**src/rtl/centroid_tracker_mc.sv**
```systemverilog
// Multi-channel centroid tracker: per-channel x/y sums and counts, snapshotted on
// tabulate_in, then serialised through one shared restoring divider.
//   state  | meaning
//   IDLE   | waiting for tabulate_in
//   LOAD   | select channel ch; zero-count channels skip the divider
//   DIV_X  | SX_W restoring steps of sum_x / cnt
//   DIV_Y  | SX_W restoring steps of sum_y / cnt (dividend zero-extended)
//   EMIT   | present channel ch result for one cycle
module centroid_tracker_mc #(
  parameter int N_CH      = 4,
  parameter int X_W       = 11,
  parameter int Y_W       = 10,
  parameter int CNT_W     = 20,
  parameter int MIN_COUNT = 16
) (
  input  logic                                     clk_in,
  input  logic                                     rst_n_in,
  input  logic [X_W-1:0]                           x_in,
  input  logic [Y_W-1:0]                           y_in,
  input  logic                                     valid_in,
  input  logic [N_CH-1:0]                          ch_mask_in,
  input  logic                                     tabulate_in,
  output logic [X_W-1:0]                           x_out,
  output logic [Y_W-1:0]                           y_out,
  output logic [((N_CH > 1) ? $clog2(N_CH) : 1)-1:0] ch_out,
  output logic [CNT_W-1:0]                         count_out,
  output logic                                     found_out,
  output logic                                     sat_out,
  output logic                                     valid_out,
  output logic                                     frame_done_out,
  output logic                                     busy_out,
  output logic                                     overrun_out
);
  localparam int SX_W = X_W + CNT_W;
  localparam int SY_W = Y_W + CNT_W;
  localparam int CH_W = (N_CH > 1) ? $clog2(N_CH) : 1;
  localparam int BC_W = $clog2(SX_W);
  localparam logic [CNT_W-1:0] CNT_MAX = '1;

  localparam logic [2:0] S_IDLE  = 3'd0;
  localparam logic [2:0] S_LOAD  = 3'd1;
  localparam logic [2:0] S_DIV_X = 3'd2;
  localparam logic [2:0] S_DIV_Y = 3'd3;
  localparam logic [2:0] S_EMIT  = 3'd4;

  logic [SX_W-1:0]  sum_x_q [N_CH], sum_x_d [N_CH], sh_sx_q [N_CH], sh_sx_d [N_CH];
  logic [SY_W-1:0]  sum_y_q [N_CH], sum_y_d [N_CH], sh_sy_q [N_CH], sh_sy_d [N_CH];
  logic [CNT_W-1:0] cnt_q [N_CH], cnt_d [N_CH], sh_cnt_q [N_CH], sh_cnt_d [N_CH];

  logic [2:0]       state_q, state_d;
  logic [CH_W-1:0]  ch_q, ch_d;
  logic [BC_W-1:0]  bc_q, bc_d;
  logic [SX_W-1:0]  quot_q, quot_d;
  logic [CNT_W-1:0] rem_q, rem_d;
  logic [X_W-1:0]   qx_q, qx_d;

  logic [X_W-1:0]   x_out_q, x_out_d;
  logic [Y_W-1:0]   y_out_q, y_out_d;
  logic [CH_W-1:0]  ch_out_q, ch_out_d;
  logic [CNT_W-1:0] count_out_q, count_out_d;
  logic             found_q, found_d, sat_q, sat_d, overrun_q, overrun_d;

  logic             tab_acc;
  logic [CNT_W-1:0] cnt_sel, rem_nxt;
  logic [CNT_W:0]   trial;
  logic             q_bit;
  logic [SX_W-1:0]  quot_nxt;

  assign tab_acc = tabulate_in && (state_q == S_IDLE);

  // A pixel on the accepted tabulate edge seeds the new frame instead of zero.
  always_comb begin
    for (int k = 0; k < N_CH; k++) begin
      sum_x_d[k]  = sum_x_q[k];
      sum_y_d[k]  = sum_y_q[k];
      cnt_d[k]    = cnt_q[k];
      sh_sx_d[k]  = sh_sx_q[k];
      sh_sy_d[k]  = sh_sy_q[k];
      sh_cnt_d[k] = sh_cnt_q[k];
      if (tab_acc) begin
        sh_sx_d[k]  = sum_x_q[k];
        sh_sy_d[k]  = sum_y_q[k];
        sh_cnt_d[k] = cnt_q[k];
        sum_x_d[k]  = (valid_in && ch_mask_in[k]) ? SX_W'(x_in) : '0;
        sum_y_d[k]  = (valid_in && ch_mask_in[k]) ? SY_W'(y_in) : '0;
        cnt_d[k]    = (valid_in && ch_mask_in[k]) ? CNT_W'(1) : '0;
      end else if (valid_in && ch_mask_in[k] && (cnt_q[k] != CNT_MAX)) begin
        sum_x_d[k] = sum_x_q[k] + SX_W'(x_in);
        sum_y_d[k] = sum_y_q[k] + SY_W'(y_in);
        cnt_d[k]   = cnt_q[k] + CNT_W'(1);
      end
    end
  end

  // Shadows are stable while busy, so the divisor is read straight from them.
  always_comb begin
    cnt_sel  = sh_cnt_q[ch_q];
    trial    = {rem_q, quot_q[SX_W-1]};
    q_bit    = (trial >= {1'b0, cnt_sel});
    rem_nxt  = q_bit ? CNT_W'(trial - {1'b0, cnt_sel}) : trial[CNT_W-1:0];
    quot_nxt = {quot_q[SX_W-2:0], q_bit};
  end

  always_comb begin
    state_d     = state_q;
    ch_d        = ch_q;
    bc_d        = bc_q;
    quot_d      = quot_q;
    rem_d       = rem_q;
    qx_d        = qx_q;
    x_out_d     = x_out_q;
    y_out_d     = y_out_q;
    ch_out_d    = ch_out_q;
    count_out_d = count_out_q;
    found_d     = found_q;
    sat_d       = sat_q;
    overrun_d   = tabulate_in && (state_q != S_IDLE);
    case (state_q)
      S_IDLE: begin
        if (tabulate_in) begin
          state_d = S_LOAD;
          ch_d    = '0;
        end
      end
      S_LOAD: begin
        if (cnt_sel == '0) begin
          state_d     = S_EMIT;
          x_out_d     = '0;
          y_out_d     = '0;
          ch_out_d    = ch_q;
          count_out_d = '0;
          found_d     = 1'b0;
          sat_d       = 1'b0;
        end else begin
          state_d = S_DIV_X;
          quot_d  = sh_sx_q[ch_q];
          rem_d   = '0;
          bc_d    = BC_W'(SX_W - 1);
        end
      end
      S_DIV_X: begin
        quot_d = quot_nxt;
        rem_d  = rem_nxt;
        bc_d   = bc_q - BC_W'(1);
        if (bc_q == '0) begin
          state_d = S_DIV_Y;
          qx_d    = quot_nxt[X_W-1:0];
          quot_d  = SX_W'(sh_sy_q[ch_q]);
          rem_d   = '0;
          bc_d    = BC_W'(SX_W - 1);
        end
      end
      S_DIV_Y: begin
        quot_d = quot_nxt;
        rem_d  = rem_nxt;
        bc_d   = bc_q - BC_W'(1);
        if (bc_q == '0) begin
          state_d     = S_EMIT;
          x_out_d     = qx_q;
          y_out_d     = quot_nxt[Y_W-1:0];
          ch_out_d    = ch_q;
          count_out_d = cnt_sel;
          found_d     = (64'(cnt_sel) >= 64'(MIN_COUNT)) && (cnt_sel != '0);
          sat_d       = (cnt_sel == CNT_MAX);
        end
      end
      S_EMIT: begin
        if (ch_q == CH_W'(N_CH - 1)) begin
          state_d = S_IDLE;
        end else begin
          state_d = S_LOAD;
          ch_d    = ch_q + CH_W'(1);
        end
      end
      default: state_d = S_IDLE;
    endcase
  end

  always_ff @(posedge clk_in or negedge rst_n_in) begin
    if (!rst_n_in) begin
      for (int k = 0; k < N_CH; k++) begin
        sum_x_q[k]  <= '0;
        sum_y_q[k]  <= '0;
        cnt_q[k]    <= '0;
        sh_sx_q[k]  <= '0;
        sh_sy_q[k]  <= '0;
        sh_cnt_q[k] <= '0;
      end
      state_q     <= S_IDLE;
      ch_q        <= '0;
      bc_q        <= '0;
      quot_q      <= '0;
      rem_q       <= '0;
      qx_q        <= '0;
      x_out_q     <= '0;
      y_out_q     <= '0;
      ch_out_q    <= '0;
      count_out_q <= '0;
      found_q     <= 1'b0;
      sat_q       <= 1'b0;
      overrun_q   <= 1'b0;
    end else begin
      for (int k = 0; k < N_CH; k++) begin
        sum_x_q[k]  <= sum_x_d[k];
        sum_y_q[k]  <= sum_y_d[k];
        cnt_q[k]    <= cnt_d[k];
        sh_sx_q[k]  <= sh_sx_d[k];
        sh_sy_q[k]  <= sh_sy_d[k];
        sh_cnt_q[k] <= sh_cnt_d[k];
      end
      state_q     <= state_d;
      ch_q        <= ch_d;
      bc_q        <= bc_d;
      quot_q      <= quot_d;
      rem_q       <= rem_d;
      qx_q        <= qx_d;
      x_out_q     <= x_out_d;
      y_out_q     <= y_out_d;
      ch_out_q    <= ch_out_d;
      count_out_q <= count_out_d;
      found_q     <= found_d;
      sat_q       <= sat_d;
      overrun_q   <= overrun_d;
    end
  end

  assign x_out          = x_out_q;
  assign y_out          = y_out_q;
  assign ch_out         = ch_out_q;
  assign count_out      = count_out_q;
  assign found_out      = found_q;
  assign sat_out        = sat_q;
  assign overrun_out    = overrun_q;
  assign valid_out      = (state_q == S_EMIT);
  assign frame_done_out = (state_q == S_EMIT) && (ch_q == CH_W'(N_CH - 1));
  assign busy_out       = (state_q != S_IDLE);

endmodule

```
**config.mk**
```make
export PLATFORM = sky130hd
export DESIGN_NAME = centroid_tracker_mc
export DESIGN_NICKNAME = d
export VERILOG_FILES = /design/src/rtl/centroid_tracker_mc.sv
export SDC_FILE = /design/constraint.sdc
export NUM_CORES = 2
export LEC_CHECK = 0
export BUFFER_PORTS_ARGS = -buffer_cell sky130_fd_sc_hd__buf_2
export CORE_UTILIZATION = 57
export DETAILED_ROUTE_END_ITERATION = 6
export PLACE_DENSITY_LB_ADDON = 0.1
export REMOVE_ABC_BUFFERS = 1
export SLEW_MARGIN = 40
export SYNTH_ARGS = -nofsm -noshare
export SYNTH_HDL_FRONTEND = slang
export SYNTH_SLANG_ARGS = --single-unit
```
**constraint.sdc**
```tcl
create_clock -name clk_in -period 3.35 [get_ports clk_in]
set_input_delay 0.1675 -clock clk_in [delete_from_list [all_inputs] [get_ports clk_in]]
set_output_delay 0.1675 -clock clk_in [all_outputs]
set_load 0.02 [all_outputs]
```
==> run_results.csv <==
group,metric,value,unit
synthesis,ys_seq_area_share,49.0,%
finish,fin_util,65.6,%
drt,viasPerCell,5.85,
run,max_cap_violations,0,
worst_setup_path,cp.arrival,3.79,ns
synthesis,synth_top_area_cell,"dfrtp_1",
worst_setup_path,critPathMaxStageDelay,0.56,ns
placed_design,dp_hpwl,70.8,mm
synthesis,synthFlopType,"dfrtp_1",
placed_design,gp_congestion,0.910,
drt,totalWireLength,103,mm
drt,drc,0,
die,die_h,264,um
global_routing,grt_pass1_vias,29757,
synthesis,yosysMostFrequentCell,"nand2_1",
placed_design,place_ws,-0.0215,ns
die,fp-row-count,95,
clock_tree,insertion_delay,0.63,ns
power_and_ir_drop,vdd_drop_max,0.447,mV
sta,setup_viol_count_final,0,
die,die_area,69700,sq um
synthesis,netlist_instances,4254,
synthesis,async_reset_ff_share,100,%
clock_tree,root_buffer,"clkbuf_16",
worst_setup_path,crit_path_start_kind,"flop",
sta,tightest_slew,0.933,ns
die,initial_utilization,58.0,%
drt,met1_length,47.6,mm
sta,timing.final.hold_violations,0,
sta,fin_tns_setup,0,ns
power_and_ir_drop,powerDensity,756,nW/um^2
worst_setup_path,worstPathRequired,3.85,ns
sta,report.final.slew_viol_count,0,
clock_tree,cts_tree,"built",
placed_design,io_buffers,77,
worst_setup_path,r2r_start,"ch_q[0]",
synthesis,synth_edf_count,0,
power_and_ir_drop,leakage,21.6,nW
sta,period_minus_slack,3.29,ns
global_routing,grt_pass1_wl,167,mm
synthesis,yosysWarnings,0,
global_routing,grt_max_degree,120,
sta,rsz0062_at_grt,"yes",
worst_setup_path,worstSetupPathType,"reg -> reg",
sta,skew,0.0189,ns
drt,antenna_left,0,
die,dieWidth,264,um
finish,area.growth.synth_to_final,13.1,%
synthesis,ys_top_cells_by_count,"nand2_1, dfrtp_1, nor2_1",
sta,period_share,98.2,%
sta,timing.final.ws_setup,0.0611,ns
worst_hold_path,hold_class,"in -> async",
worst_setup_path,cp_max_fo,8,
synthesis,ys_types,81,
drt,wl_per_cell,19.5,um
drt,met3_length,5.58,mm
worst_setup_path,r2r_cells,14,
worst_setup_path,critPathCaptureType,"flop",
synthesis,netlist_area,39100,sq um
worst_setup_path,critPathTopFamily,"multiplexers",
global_routing,antenna_found_initial,1,
worst_setup_path,path_cells,"buf_12 > mux4_2 > inv_1 > ha_4 > and4_4 > buf_6 > nand4_1 > o22ai_1 > and4bb_2 > o31ai_4 > buf_6 > buf_12 > mux2i_1 > o21ai_1",
sta,fmax,304,MHz
finish,drive_gt1_share,11.0,%
die,coreArea,67500,sq um
finish,final_nets,4512,
clock_tree,cts.sinks,766,
synthesis,synth_seq_cells,766,
drt,dr.pass1.iters,6,
drt,drt_iter0_markers,2692,
sta,relSlewSlack,37.8,%
worst_setup_path,reg2reg_slack,0.06,ns
clock_tree,clk_pin_slew,0.06,ns
synthesis,postSynthAreaPerCell,9.20,sq um
synthesis,yosysTopAreaCellShare,49.0,%
global_routing,track_usage,30.1,%
drt,routed-wl-met2,47.4,mm
finish,n_antenna_cell,0,
drt,dr_total_vias,31013,
die,io_pins,78,
clock_tree,cts_max_level,3,
worst_setup_path,cp_slowest_cell,"mux4_2",
synthesis,synth_area_leaders,"dfrtp_1, nand2_1, mux4_2",
clock_tree,cts-buffers-inserted,83,
global_routing,grt_overflow_total,0,
worst_setup_path,r2r-end,"rem_q[4]",
worst_setup_path,critPathBufInv,5,
outcome,outcome,"complete, no violations",
drt,top_layer,"met5",
clock_tree,cts_buffer_depth,3,
[sequential cells by signal, indices dropped and copies added (netlist names)]
signal and flops:
overrun_out 1, cnt_q 80, sh_sy_q 120, y_out 10, x_out 11, sum_y_q 120, ch_out 2, ch_q 2
sh_cnt_q 80, bc_q 5, state_q 3, rem_q 20, sat_out 1, qx_q 11, found_out 1, quot_q 31
count_out 20, sh_sx_q 124, sum_x_q 124
[cells by family after synthesis]
| kind of cell | Yosys count | share of synthesized area [%] |
|---|---|---|
| AOI/OAI and AO/OA | 585 | 9.35 |
| xor gates and xnor gates | 277 | 6.20 |
| DFF | 766 | 49.0 |
| adders and majority gates | 120 | 4.01 |
| buffers and inverters | 292 | 2.99 |
| muxes | 119 | 5.64 |
| and+or+nand+nor | 2095 | 22.8 |
[area by class of cell]
cell class	count	area [sq um]
Sequential cell	766	19200
Inverter	79	297
Tap cell	873	1090
Fill cell	5491	23300
Multi-Input combinational cell	3196	19000
Timing Repair Buffer	237	1940
Clock inverter	32	379
Clock buffer	117	2390
[worst max path at each step]
stage	endpoint	startpoint	cells past startpoint
after floorplan	cnt_q[73]	state_q[1]	6
after global routing	rem_q[4]	ch_q[0]	14
final	rem_q[4]	ch_q[0]	14
after detailed placement	rem_q[13]	ch_q[0]	13
after CTS	rem_q[7]	ch_q[0]	13
after global placement	rem_q[13]	ch_q[0]	13
[where the power goes]
group / leakage (nW) / switching [mW] / internal (mW)
Sequential: 10.3 / 1.63 / 11.1
Clock: 1.37 / 3.77 / 5.58
Combinational: 9.89 / 6.47 / 4.97
Total: 21.6 / 11.9 / 21.6
[stage by stage]
| step | total power, mW | area [sq um] | instances | hold slack (ns) |
|---|---|---|---|---|
| after floorplan | 20.3 | 38300 | 4041 | -0.128 |
| after global placement | 23.4 | 41000 | 5113 | 0.184 |
| after detailed placement | 23.7 | 41000 | 5113 | 0.186 |
| after CTS | 33.1 | 44000 | 5285 | 0.119 |
| after global routing | 35.5 | 44300 | 5300 | 0.139 |
| final | 33.5 | 44300 | 5300 | 0.109 |
[routing by layer]
metal	vias up	track usage (%)
li1	14688	-
met1	15289	45.1
met2	868	46.6
met3	166	3.64
met4	2	8.03
met5	-	0
[worst register-to-register path: cells and delay by family (launching register included)]
kind	cells	cell delay (ns)
multiplexers	2	0.78
buffers and inverters	5	0.66
flip-flops	1	0.48
AND/OR/NAND/NOR	3	0.64
AO/OA/AOI/OAI	3	0.49
adder cells (fa/ha/maj)	1	0.13
[timing repair]
item,4_1_cts,5_1_grt
setup endpoints to repair,3,36
pin swaps,0,13
endpoints found under the hold margin,145,0
gates cloned,0,3
buffers inserted,0,12
hold buffers,23,0
resized for setup,1,35
[cell usage in the layout (no fill, tap or decap), types with 48 or more instances in the layout]
cell type and instances:
clkbuf_16 87, buf_2 76, mux4_2 81, nand3_1 141
nand2_1 1264, and3_1 48, nand4_1 66, inv_1 76
o21ai_0 137, dfrtp_1 764, ha_1 107, buf_4 111
nor2_1 348, xnor2_1 132, xor2_1 145, a21oi_1 186
nor3_1 69
(Power assumes the default switching activity.)
